--- config.mk ---
export PLATFORM = sky130hd
export DESIGN_NAME = lvds_1to7_rx_decoder
export DESIGN_NICKNAME = d
export VERILOG_FILES = /design/src/rtl/lvds_1to7_rx_decoder.sv
export SDC_FILE = /design/constraint.sdc
export NUM_CORES = 1
export LEC_CHECK = 0
export BUFFER_PORTS_ARGS = -buffer_cell sky130_fd_sc_hd__buf_2
export CAP_MARGIN = 20
export CORE_MARGIN = 2
export CORE_UTILIZATION = 41
export CTS_CLUSTER_SIZE = 20
export DETAILED_ROUTE_END_ITERATION = 16
export HOLD_SLACK_MARGIN = 0.06
export PLACE_DENSITY = 0.7
export SETUP_SLACK_MARGIN = 0.3
export SYNTH_ARGS = -nofsm -noshare
export SYNTH_HDL_FRONTEND = slang
export SYNTH_SLANG_ARGS = --single-unit
--- constraint.sdc ---
create_clock -name rx_sclk -period 3.4 [get_ports rx_sclk]
set_input_delay 0 -clock rx_sclk [delete_from_list [all_inputs] [get_ports rx_sclk]]
set_output_delay 0 -clock rx_sclk [all_outputs]
set_load 0.03 [all_outputs]
--- src/rtl/lvds_1to7_rx_decoder.sv ---
// 7:1 LVDS receive aligner and VESA 24-bit decoder: drives IDES bitslip from the clock-lane
// word until it matches CLK_PATTERN, then decodes four data lanes to RGB888 + HS/VS/DE.
module lvds_1to7_rx_decoder #(
    parameter logic [6:0]  CLK_PATTERN = 7'b1100011,
    parameter int unsigned SLIP_SETTLE = 4,
    parameter int unsigned LOCK_COUNT  = 16,
    parameter int unsigned LOSS_COUNT  = 4
) (
    input  logic       rx_sclk,
    input  logic       I_rst_n,
    input  logic [6:0] I_clk_word,
    input  logic [6:0] I_lane0,
    input  logic [6:0] I_lane1,
    input  logic [6:0] I_lane2,
    input  logic [6:0] I_lane3,
    output logic       O_bitslip,
    output logic       O_locked,
    output logic [2:0] O_slip_cnt,
    output logic       O_align_err,
    output logic [7:0] O_data_r,
    output logic [7:0] O_data_g,
    output logic [7:0] O_data_b,
    output logic       O_hsync,
    output logic       O_vsync,
    output logic       O_de
);

    typedef enum logic [1:0] {StSearch, StSlipWait, StVerify, StLocked} state_e;

    localparam logic [3:0] WaitLast = 4'(SLIP_SETTLE - 1);
    localparam logic [7:0] GoodLast = 8'(LOCK_COUNT - 1);
    localparam logic [3:0] BadLast  = 4'(LOSS_COUNT - 1);

    state_e     state_q, state_d;
    logic [7:0] good_cnt_q, good_cnt_d;
    logic [3:0] bad_cnt_q, bad_cnt_d;
    logic [3:0] wait_cnt_q, wait_cnt_d;
    logic [2:0] slip_cnt_q, slip_cnt_d;
    logic       bitslip_q, bitslip_d;
    logic       align_err_q, align_err_d;
    logic       locked_q, locked_d;
    logic [7:0] r_q, r_d, g_q, g_d, b_q, b_d;
    logic       hs_q, hs_d, vs_q, vs_d, de_q, de_d;
    logic       match, slip_req;
    logic       unused_rsv;

    assign match      = (I_clk_word == CLK_PATTERN);
    assign unused_rsv = I_lane3[6];

    always_comb begin
        state_d     = state_q;
        good_cnt_d  = good_cnt_q;
        bad_cnt_d   = bad_cnt_q;
        wait_cnt_d  = wait_cnt_q;
        slip_cnt_d  = slip_cnt_q;
        bitslip_d   = 1'b0;
        align_err_d = 1'b0;
        slip_req    = 1'b0;

        unique case (state_q)
            StSearch: begin
                if (match) begin
                    good_cnt_d = 8'd1;
                    state_d    = (LOCK_COUNT == 1) ? StLocked : StVerify;
                end else begin
                    slip_req = 1'b1;
                end
            end
            StSlipWait: begin
                if (wait_cnt_q == WaitLast) begin
                    wait_cnt_d = '0;
                    state_d    = StSearch;
                end else begin
                    wait_cnt_d = wait_cnt_q + 4'd1;
                end
            end
            StVerify: begin
                if (match) begin
                    good_cnt_d = good_cnt_q + 8'd1;
                    if (good_cnt_q == GoodLast) state_d = StLocked;
                end else begin
                    good_cnt_d = '0;
                    slip_req   = 1'b1;
                end
            end
            StLocked: begin
                if (match) begin
                    bad_cnt_d = '0;
                end else if (bad_cnt_q == BadLast) begin
                    bad_cnt_d  = '0;
                    good_cnt_d = '0;
                    slip_cnt_d = '0;
                    state_d    = StSearch;
                end else begin
                    bad_cnt_d = bad_cnt_q + 4'd1;
                end
            end
            default: state_d = StSearch;
        endcase

        // Every slip holds off further slips for SLIP_SETTLE cycles via StSlipWait.
        if (slip_req) begin
            bitslip_d  = 1'b1;
            wait_cnt_d = '0;
            state_d    = StSlipWait;
            if (slip_cnt_q == 3'd6) begin
                slip_cnt_d  = '0;
                align_err_d = 1'b1;
            end else begin
                slip_cnt_d = slip_cnt_q + 3'd1;
            end
        end

        locked_d = (state_d == StLocked);

        // Decode only when locked both before and after this edge; loss of lock zeroes data.
        r_d  = '0;
        g_d  = '0;
        b_d  = '0;
        hs_d = 1'b0;
        vs_d = 1'b0;
        de_d = 1'b0;
        if (locked_q && locked_d) begin
            r_d  = {I_lane3[1:0], I_lane0[5:0]};
            g_d  = {I_lane3[3:2], I_lane1[4:0], I_lane0[6]};
            b_d  = {I_lane3[5:4], I_lane2[3:0], I_lane1[6:5]};
            hs_d = I_lane2[4];
            vs_d = I_lane2[5];
            de_d = I_lane2[6];
        end
    end

    always_ff @(posedge rx_sclk or negedge I_rst_n) begin
        if (!I_rst_n) begin
            state_q     <= StSearch;
            good_cnt_q  <= '0;
            bad_cnt_q   <= '0;
            wait_cnt_q  <= '0;
            slip_cnt_q  <= '0;
            bitslip_q   <= 1'b0;
            align_err_q <= 1'b0;
            locked_q    <= 1'b0;
            r_q         <= '0;
            g_q         <= '0;
            b_q         <= '0;
            hs_q        <= 1'b0;
            vs_q        <= 1'b0;
            de_q        <= 1'b0;
        end else begin
            state_q     <= state_d;
            good_cnt_q  <= good_cnt_d;
            bad_cnt_q   <= bad_cnt_d;
            wait_cnt_q  <= wait_cnt_d;
            slip_cnt_q  <= slip_cnt_d;
            bitslip_q   <= bitslip_d;
            align_err_q <= align_err_d;
            locked_q    <= locked_d;
            r_q         <= r_d;
            g_q         <= g_d;
            b_q         <= b_d;
            hs_q        <= hs_d;
            vs_q        <= vs_d;
            de_q        <= de_d;
        end
    end

    assign O_bitslip   = bitslip_q;
    assign O_locked    = locked_q;
    assign O_slip_cnt  = slip_cnt_q;
    assign O_align_err = align_err_q;
    assign O_data_r    = r_q;
    assign O_data_g    = g_q;
    assign O_data_b    = b_q;
    assign O_hsync     = hs_q;
    assign O_vsync     = vs_q;
    assign O_de        = de_q;

endmodule

==> flow_summary.toml, run 1 <==
[status]
status = "complete, no violations"

[global_routing]
grt_pass1_vias = 1928
grt_pass1_wl_mm = 9.03
grt_overflow = 0
track_usage = 0.184
grt_max_degree = 39
antenna_found_initial = 0

[floorplanning]
die_h_um = 79.1
rows = 27
die_w_um = 79.1
core_mm2 = 0.00547
die-area_mm2 = 0.00626
ios = 70
start_util = 0.422

[min_path]
hp-class = "primary input to asynchronous set/reset pin"

[clock_tree]
root_buffer = "clkbuf_8"
clock_sinks = 51
cts_max_level = 2
cts_made_buffers = 5
cts_resized = 0
cts_tree = "yes"
cts_setup_buffers = 0
ctsHoldBuffers = 28
clockBufferDepth = 2
cts.clk_slew.worst_paths_ns = 0.09
clkLatencyLatePin_ns = 0.30

[timing]
finalCritPeriodShare = 0.612
rsz0062_at_grt = "false"
relSlewSlack = 0.438
min_period_ns = 2.08
fmax_mhz = 481
worst_slew_pin_slew_ns = 0.844
drv_slew = 0
setup_tns_ns = 0
hold_viol_final = 0
clock_skew_ns = 0.00582
setup_viol = 0

[routing]
drt-pass1-iter-count = 4
first_iter_violations = 117
wl_per_cell_um = 14.8
vias = 1927
drc_errors = 0
wl_mm = 5.45
ant_nets = 0
via_per_inst = 5.22

[final_layout]
final_core_utilization = 0.563
area_growth_pct = 33.3
seq_area_mm2 = 0.00128
stdcell_area_mm2 = 0.00308
mostFrequentLayoutCells = "68 x buf_2, 51 x dfrtp_1, 28 x dlygate4sd3_1"
nFillCells = 460
nets = 337
drive_gt1_frac = 0.313
stdcell_count = 369
antenna_cells = 0
multi_input_area_um2 = 958
mostFrequentLayoutCell = "buf_2"

[critical_path]
worstPathRequired_ns = 3.63
critPathTopFamily = "compound AO/OA/AOI/OAI gates"
regToRegSetupSlack_ns = 1.32
worst-path-buf-inv = 1
r2r.worst_path.cells = 4
critPathMaxStageDelay_ns = 0.74
critPathCaptureType = "flip-flop"
crit_slowest_cell = "o22ai_1"
startpoint_type = "flip-flop"
critPathKind = "flip-flop to flip-flop"
critPathMaxFanout = 14
rr_startpoint = "state_q[0]$_DFF_PN0_"
timing.rr.end = "good_cnt_q[3]$_DFFE_PN0P_"
cp.arrival_ns = 2.31
worstPathCellList = "clkinv_1, o22ai_1, o31ai_1, a21oi_1"

[power_and_ir_drop]
p_leak_nw = 1.63
total_power_mw = 1.94
power.density_mw_per_mm2 = 628
peakVddDrop_uv = 298

[place]
place_congestion = 0.767
placed_cell_area_mm2 = 0.00270
io_buffers = 68
hpwl_mm = 3.46
dpl.cell_count = 334

[yosys]
synth-main-ff-cell = "dfrtp_1"
synth_seq_area_share = 0.552
async_reset_ff_frac = 1.00
syn-num-nets = 241
yosys_warnings = 0
synth_edf_count = 0
avgSynthCellArea_um2 = 11.5
yosysUniqueCellTypes = 44
syn_inst = 201
synth_area_mm2 = 0.00231
ys_ff_latch = 51

[job]
maxCapViolations = 0
-- layout make-up --
type,count,share of cell area
Clock buffer,5,0.0223
Clock inverter,2,0.0122
Inverter,6,0.00731
Multi-Input combinational cell,136,0.311
Sequential cell,51,0.414
Tap cell,72,0.0292
Timing Repair Buffer,97,0.204
-- kinds of logic after synthesis --
group                    count (synthesis)  share of synthesized area
adder cells (fa/ha/maj)                  3                     0.0162
flip-flops                              51                      0.552
AND/OR/NAND/NOR                         89                      0.269
multiplexers                             2                    0.00866
AO/OA/AOI/OAI                           42                      0.120
buffers and inverters                   14                     0.0335
-- registers in the layout (all words and copies together) (netlist names) --
| name | count |
|---|---|
| O_data_b | 8 |
| O_data_g | 8 |
| O_data_r | 8 |
| good_cnt_q | 8 |
| bad_cnt_q | 4 |
| wait_cnt_q | 4 |
| O_slip_cnt | 3 |
| state_q | 2 |
| O_align_err | 1 |
| O_bitslip | 1 |
| O_de | 1 |
| O_hsync | 1 |
| O_locked | 1 |
| O_vsync | 1 |
-- Yosys cell counts, types with 2 or more instances --
library cell	n	area, um^2
and3b_1	20	175
a31oi_1	3	18.8
o31ai_1	7	52.6
nor2_4	2	22.5
buf_6	3	33.8
nor2b_1	2	12.5
mux2i_1	2	20.0
o21ai_0	10	50.1
nand2b_1	3	18.8
nor3_1	2	10.0
nand2_1	14	52.6
dfrtp_1	51	1280
or4_1	5	37.5
nor2_1	7	26.3
ha_1	3	37.5
o22ai_1	2	12.5
a21oi_1	12	60.1
o2bb2ai_1	2	17.5
and3b_2	8	80.1
nand3b_1	2	15.0
buf_2	2	10.0
clkbuf_1	3	11.3
inv_1	5	18.8
nand3_1	11	55.1
-- per-layer routing --
metal	vias up	GRT usage	wire, um	share of wire
li1	927	-	-	-
met1	927	0.241	2500	0.46
met2	66	0.297	2470	0.45
met3	7	0.0568	428	0.078
met4	0	0.0466	58	0.011
met5	-	0	0	0
-- power breakdown --
| part | leakage (nW) | switching, mW | total [mW] | internal [mW] |
|---|---|---|---|---|
| registers | 0.691 | 0.128 | 0.839 | 0.711 |
| logic | 0.893 | 0.422 | 0.681 | 0.259 |
| clock network | 0.0502 | 0.200 | 0.415 | 0.215 |
| total | 1.63 | 0.750 | 1.94 | 1.19 |
-- worst max-delay path by stage --
stage	from	to	slack, ns	depth (start not counted)
6_report	state_q[0]$_DFF_PN0_	good_cnt_q[3]$_DFFE_PN0P_	1.32	4
2_1_floorplan	bad_cnt_q[0]$_DFFE_PN0P_	good_cnt_q[5]$_DFFE_PN0P_	1.68	6
3_5_place_dp	state_q[0]$_DFF_PN0_	good_cnt_q[6]$_DFFE_PN0P_	1.38	4
4_1_cts	state_q[0]$_DFF_PN0_	good_cnt_q[3]$_DFFE_PN0P_	1.35	4
3_3_place_gp	state_q[0]$_DFF_PN0_	good_cnt_q[6]$_DFFE_PN0P_	1.40	4
5_1_grt	state_q[0]$_DFF_PN0_	good_cnt_q[3]$_DFFE_PN0P_	1.14	4
-- stage by stage --
step                hold WS (ns)  worst slack, ns
global placement         -0.0932             1.40
global route               0.150             1.14
finish                     0.120             1.32
floorplan                 -0.296             1.68
detailed placement       -0.0911             1.38
CTS                        0.126             1.35
Power figures use the tool's default switching activity.
==> run 2: changes to the inputs <==
==> constraint.sdc (replaced) <==
create_clock -name rx_sclk -period 2.05 [get_ports rx_sclk]
set_input_delay 0 -clock rx_sclk [delete_from_list [all_inputs] [get_ports rx_sclk]]
set_output_delay 0 -clock rx_sclk [all_outputs]
set_load 0.03 [all_outputs]
==> run 2 against run 1 <==
Power grew 74%. Cell area grew 7.3%. Highest routed layer unchanged. Sequential share of layout area shrank 2.8 points. Clock skew grew 0.0037 ns. Combinational power grew 110%. Sequential power grew 67%.
==> flow_summary.toml, run 2 (synthesis gave the netlist of run 1 again) <==
[status]
status = "complete, no violations"

[global_routing]
track_usage = 0.186
antenna_found_initial = 0
use_met3 = 0.0580
grt_pass1_wl_mm = 9.24
grt_pass1_vias = 2042
global_route.usage.met2 = 0.310
met1_usage = 0.235
grt_overflow = 0
grt_max_degree = 29
grt_most_used_layer = "met2"

[timing]
relSlewSlack = 0.568
drv_slew = 0
setup_tns_ns = 0
holdWs_ns = 0.224
rsz0062_at_grt = "true"
hold_viol_final = 0
fmax_mhz = 572
min_period_ns = 1.75
finalCritPeriodShare = 0.853
worst_slew_pin_slew_ns = 0.649
clock_skew_ns = 0.00956
setup_viol = 0

[job]
maxCapViolations = 0

[floorplanning]
rows = 27
ios = 70
start_util = 0.422
die_w_um = 79.1
die-area_mm2 = 0.00626
die_h_um = 79.1
core_mm2 = 0.00547

[routing]
wl_per_cell_um = 14.0
wl_mm = 5.40
via_per_inst = 5.14
first_iter_violations = 64
drc_errors = 0
ant_nets = 0
vias = 1978
drt-pass1-iter-count = 4

[critical_path]
rr_startpoint = "bad_cnt_q[0]$_DFFE_PN0P_"
startpoint_type = "flip-flop"
r2r.worst_path.cells = 6
regToRegSetupSlack_ns = 0.30
cp.arrival_ns = 1.98
critPathKind = "flip-flop to flip-flop"
critPathCaptureType = "flip-flop"
critPathMaxFanout = 6
worstPathRequired_ns = 2.28
timing.rr.end = "good_cnt_q[2]$_DFFE_PN0P_"

[final_layout]
mostFrequentLayoutCell = "buf_2"
drive_gt1_frac = 0.406
mostFrequentLayoutCells = "69 x buf_2, 50 x dfrtp_1, 28 x dlygate4sd3_1"
antenna_cells = 0
area_growth_pct = 43.0
nets = 352

[clock_tree]
cts_max_level = 2
clock_sinks = 51
clkLatencyLatePin_ns = 0.30
root_buffer = "clkbuf_8"
cts_tree = "yes"
clockBufferDepth = 2
cts_made_buffers = 5
cts.clk_slew.worst_paths_ns = 0.10

[place]
place_congestion = 0.815
io_buffers = 68
hpwl_mm = 3.40

[power_and_ir_drop]
peakVddDrop_uv = 509
total_power_mw = 3.37
power.density_mw_per_mm2 = 1020
p_leak_nw = 1.72

[min_path]
hp-class = "primary input to asynchronous set/reset pin"
## run 2: cell types whose count changed in the layout (fill, tap and decap cells not counted), moves of 2 or more
cell | before | now
buf_4 | 1 | 12
a21oi_1 | 12 | 8
a21oi_2 | 0 | 4
or4_1 | 5 | 1
or4_4 | 1 | 5
o31ai_1 | 7 | 4
buf_12 | 0 | 2
o21ai_2 | 0 | 2
o31ai_2 | 0 | 2
## run 2: worst max-delay path by stage
stage                             startpoint                        end  slack (ns)  cells past startpoint
floorplan           bad_cnt_q[0]$_DFFE_PN0P_  good_cnt_q[5]$_DFFE_PN0P_        0.33                      6
CTS                 bad_cnt_q[1]$_DFFE_PN0P_  good_cnt_q[7]$_DFFE_PN0P_        0.29                      6
global placement    bad_cnt_q[0]$_DFFE_PN0P_  good_cnt_q[7]$_DFFE_PN0P_        0.25                      6
finish              bad_cnt_q[0]$_DFFE_PN0P_  good_cnt_q[2]$_DFFE_PN0P_        0.30                      6
detailed placement  bad_cnt_q[0]$_DFFE_PN0P_  good_cnt_q[7]$_DFFE_PN0P_        0.17                      6
global route        bad_cnt_q[0]$_DFFE_PN0P_  good_cnt_q[2]$_DFFE_PN0P_        0.24                      6
## run 2: stage by stage
step	instances	cell area [um^2]	util	worst slack, ns
floorplan	201	2310	-	0.330
global placement	338	2750	0.503	0.250
detailed placement	338	2750	0.503	0.170
CTS	380	3200	0.585	0.294
global route	385	3310	0.604	0.241
finish	385	3310	0.604	0.302
## run 2: worst max-delay path, cell delays in order, from the launching register on
cell and delay, ns:
dfrtp_1 0.40, ha_4 0.16, nor3b_4 0.25, o22ai_2 0.12, buf_6 0.15, or4_4 0.47
a21oi_2 0.13
## run 2: layer usage
layer	vias up	part of all wire
li1	960	-
met1	944	0.43
met2	70	0.48
met3	4	0.080
met4	0	0.0078
met5	-	0
## run 2: what timing repair did
action	in CTS	in global routing
cloned	1	0
resized for setup	9	16
hold buffers	28	0
setup buffers	5	5
endpoints found under the hold margin	50	0
pin swaps	7	9
endpoints found under the setup margin	34	33
## run 2: power by group
group | switching [mW] | internal, mW
registers | 0.216 | 1.18
logic | 0.789 | 0.612
clock network | 0.329 | 0.246
total | 1.33 | 2.04
## run 2: layout make-up
class | count | area (um^2)
clock buffer | 6 | 72.6
fill | 462 | 2170
inverter | 6 | 26.3
clock inverter | 2 | 16.3
multi-input combinational | 136 | 1060
sequential | 51 | 1280
tap | 72 | 90.1
timing repair buffer | 112 | 767
==> run 3: changes to the inputs <==
--- a/config.mk
+++ b/config.mk
@@ -12,7 +12,8 @@
 export CTS_CLUSTER_SIZE = 20
 export DETAILED_ROUTE_END_ITERATION = 16
 export HOLD_SLACK_MARGIN = 0.06
-export PLACE_DENSITY = 0.7
+export PLACE_DENSITY = 0.66
+export REMOVE_ABC_BUFFERS = 1
 export SETUP_SLACK_MARGIN = 0.3
 export SYNTH_ARGS = -nofsm -noshare
 export SYNTH_HDL_FRONTEND = slang
==> run 3 against run 2 <==
Wire length grew 3.3%. Clock power is 4.0% higher. Worst hold slack got worse by 0.0055 ns. Sequential power barely moved. Final cell count is 0.78% lower. Global-route usage increased by 0.36 points. Largest power group is now combinational cells.
==> flow_summary.toml, run 3 (synthesis gave the netlist of run 1 again) <==
[critical_path]
worstPathRequired_ns = 2.30
worstPathCellList = "or4_4, nor2_4, a32oi_4, buf_12, and3b_2"
startpoint_type = "flip-flop"
worst-path-buf-inv = 1
critPathMaxFanout = 28
critPathKind = "flip-flop to flip-flop"
critPathCaptureType = "flip-flop"
critPathTopFamily = "simple AND/OR/NAND/NOR gates"
cp.arrival_ns = 2.01
crit_slowest_cell = "or4_4"
critPathMaxStageDelay_ns = 0.57

[clock_tree]
clockBufferDepth = 2
clkLatencyLatePin_ns = 0.31
cts_made_buffers = 5
cts.clk_slew.worst_paths_ns = 0.10
root_buffer = "clkbuf_8"
cts_max_level = 2
clock_sinks = 51
cts_tree = "yes"

[status]
status = "complete, no violations"

[final_layout]
nFillCells = 450
area_growth_pct = 40.6
nets = 349
antenna_cells = 0
drive_gt1_frac = 0.377
mostFrequentLayoutCells = "68 x buf_2, 50 x dfrtp_1, 28 x dlygate4sd3_1"
mostFrequentLayoutCell = "buf_2"

[power_and_ir_drop]
p_leak_nw = 1.71
peakVddDrop_uv = 512
power.density_mw_per_mm2 = 1040

[routing]
drc_errors = 0
first_iter_violations = 126
wl_mm = 5.58
ant_nets = 0
vias = 1972
wl_per_cell_um = 14.6
drt-pass1-iter-count = 4
via_per_inst = 5.16

[floorplanning]
die_h_um = 79.1
die-area_mm2 = 0.00626
die_w_um = 79.1
ios = 70
start_util = 0.422
rows = 27
core_mm2 = 0.00547

[timing]
setup_tns_ns = 0
min_period_ns = 1.75
setup_viol = 0
setup_ws_ns = 0.296
drv_slew = 0
worst_slew_pin_slew_ns = 0.673
clock_skew_ns = 0.00703
hold_viol_final = 0
finalCritPeriodShare = 0.856
fmax_mhz = 570
rsz0062_at_grt = "true"
relSlewSlack = 0.551

[global_routing]
grt_pass1_wl_mm = 9.12
grt_overflow = 0
grt_max_degree = 29
track_usage = 0.190
antenna_found_initial = 0
grt_pass1_vias = 1966

[place]
dp_slack_ns = 0.133
place_congestion = 0.783
io_buffers = 68
hpwl_mm = 3.36

[job]
maxCapViolations = 0

[min_path]
hp-class = "primary input to asynchronous set/reset pin"
[run 3: through the flow]
step                instances  utilization  cell area (um^2)  hold WS, ns  power [mW]
detailed placement        338        0.503              2750       0.0362        2.55
CTS                       381        0.586              3210        0.232        3.35
finish                    382        0.594              3250        0.219        3.39
global route              382        0.594              3250        0.253        3.60
floorplan                 193            -              2260       -0.296        2.14
global placement          338        0.503              2750       0.0281        2.54
[run 3: layout make-up]
type | count | area (um^2) | share of cell area
sequential | 51 | 1280 | 0.393
timing repair buffer | 108 | 739 | 0.227
tap | 72 | 90.1 | 0.0277
inverter | 6 | 22.5 | 0.00693
clock inverter | 3 | 22.5 | 0.00693
multi-input combinational | 137 | 1030 | 0.317
clock buffer | 5 | 68.8 | 0.0212
[run 3: routing by layer]
metal	track usage	share of wire
met3	0.0830	0.089
met5	0	0
met4	0.0741	0.015
met2	0.295	0.45
met1	0.232	0.44
[run 3: power breakdown]
part / switching (mW) / internal (mW)
registers: 0.205 / 1.18
logic: 0.793 / 0.617
clock network: 0.350 / 0.247
[run 3: worst register-to-register path, delay by kind of cell (launching register included)]
kind                   cells  cell delay, ns
AOI/OAI and AO/OA          1            0.13
buffers and inverters      1            0.17
DFF                        1            0.44
and+or+nand+nor            3            0.95
[run 3: timing repair]
action	in CTS	in global routing
cloned	1	0
pin swaps	2	8
endpoints found under the hold margin	51	0
setup endpoints to repair	35	35
gates resized for setup	6	10
buffers inserted	6	1
hold buffers	28	0
[run 3: worst paths after layout]
| kind | start | endpoint | slack [ns] | depth (start not counted) |
|---|---|---|---|---|
| worst max-delay path | good_cnt_q[4]$_DFFE_PN0P_ | O_data_b[7]$_DFF_PN0_ | 0.30 | 5 |
| worst min-delay path | I_rst_n | O_align_err$_DFF_PN0_ | 0.22 | 2 |
| worst max register to register | good_cnt_q[4]$_DFFE_PN0P_ | O_data_b[7]$_DFF_PN0_ | 0.30 | 5 |
| worst min register to register | wait_cnt_q[0]$_DFFE_PN0P_ | wait_cnt_q[0]$_DFFE_PN0P_ | 0.54 | 1 |
| max in group asynchronous | I_rst_n | good_cnt_q[0]$_DFFE_PN0P_ | 1.28 | 3 |
| min in group rx_sclk | I_clk_word[1] | O_bitslip$_DFF_PN0_ | 0.25 | 3 |
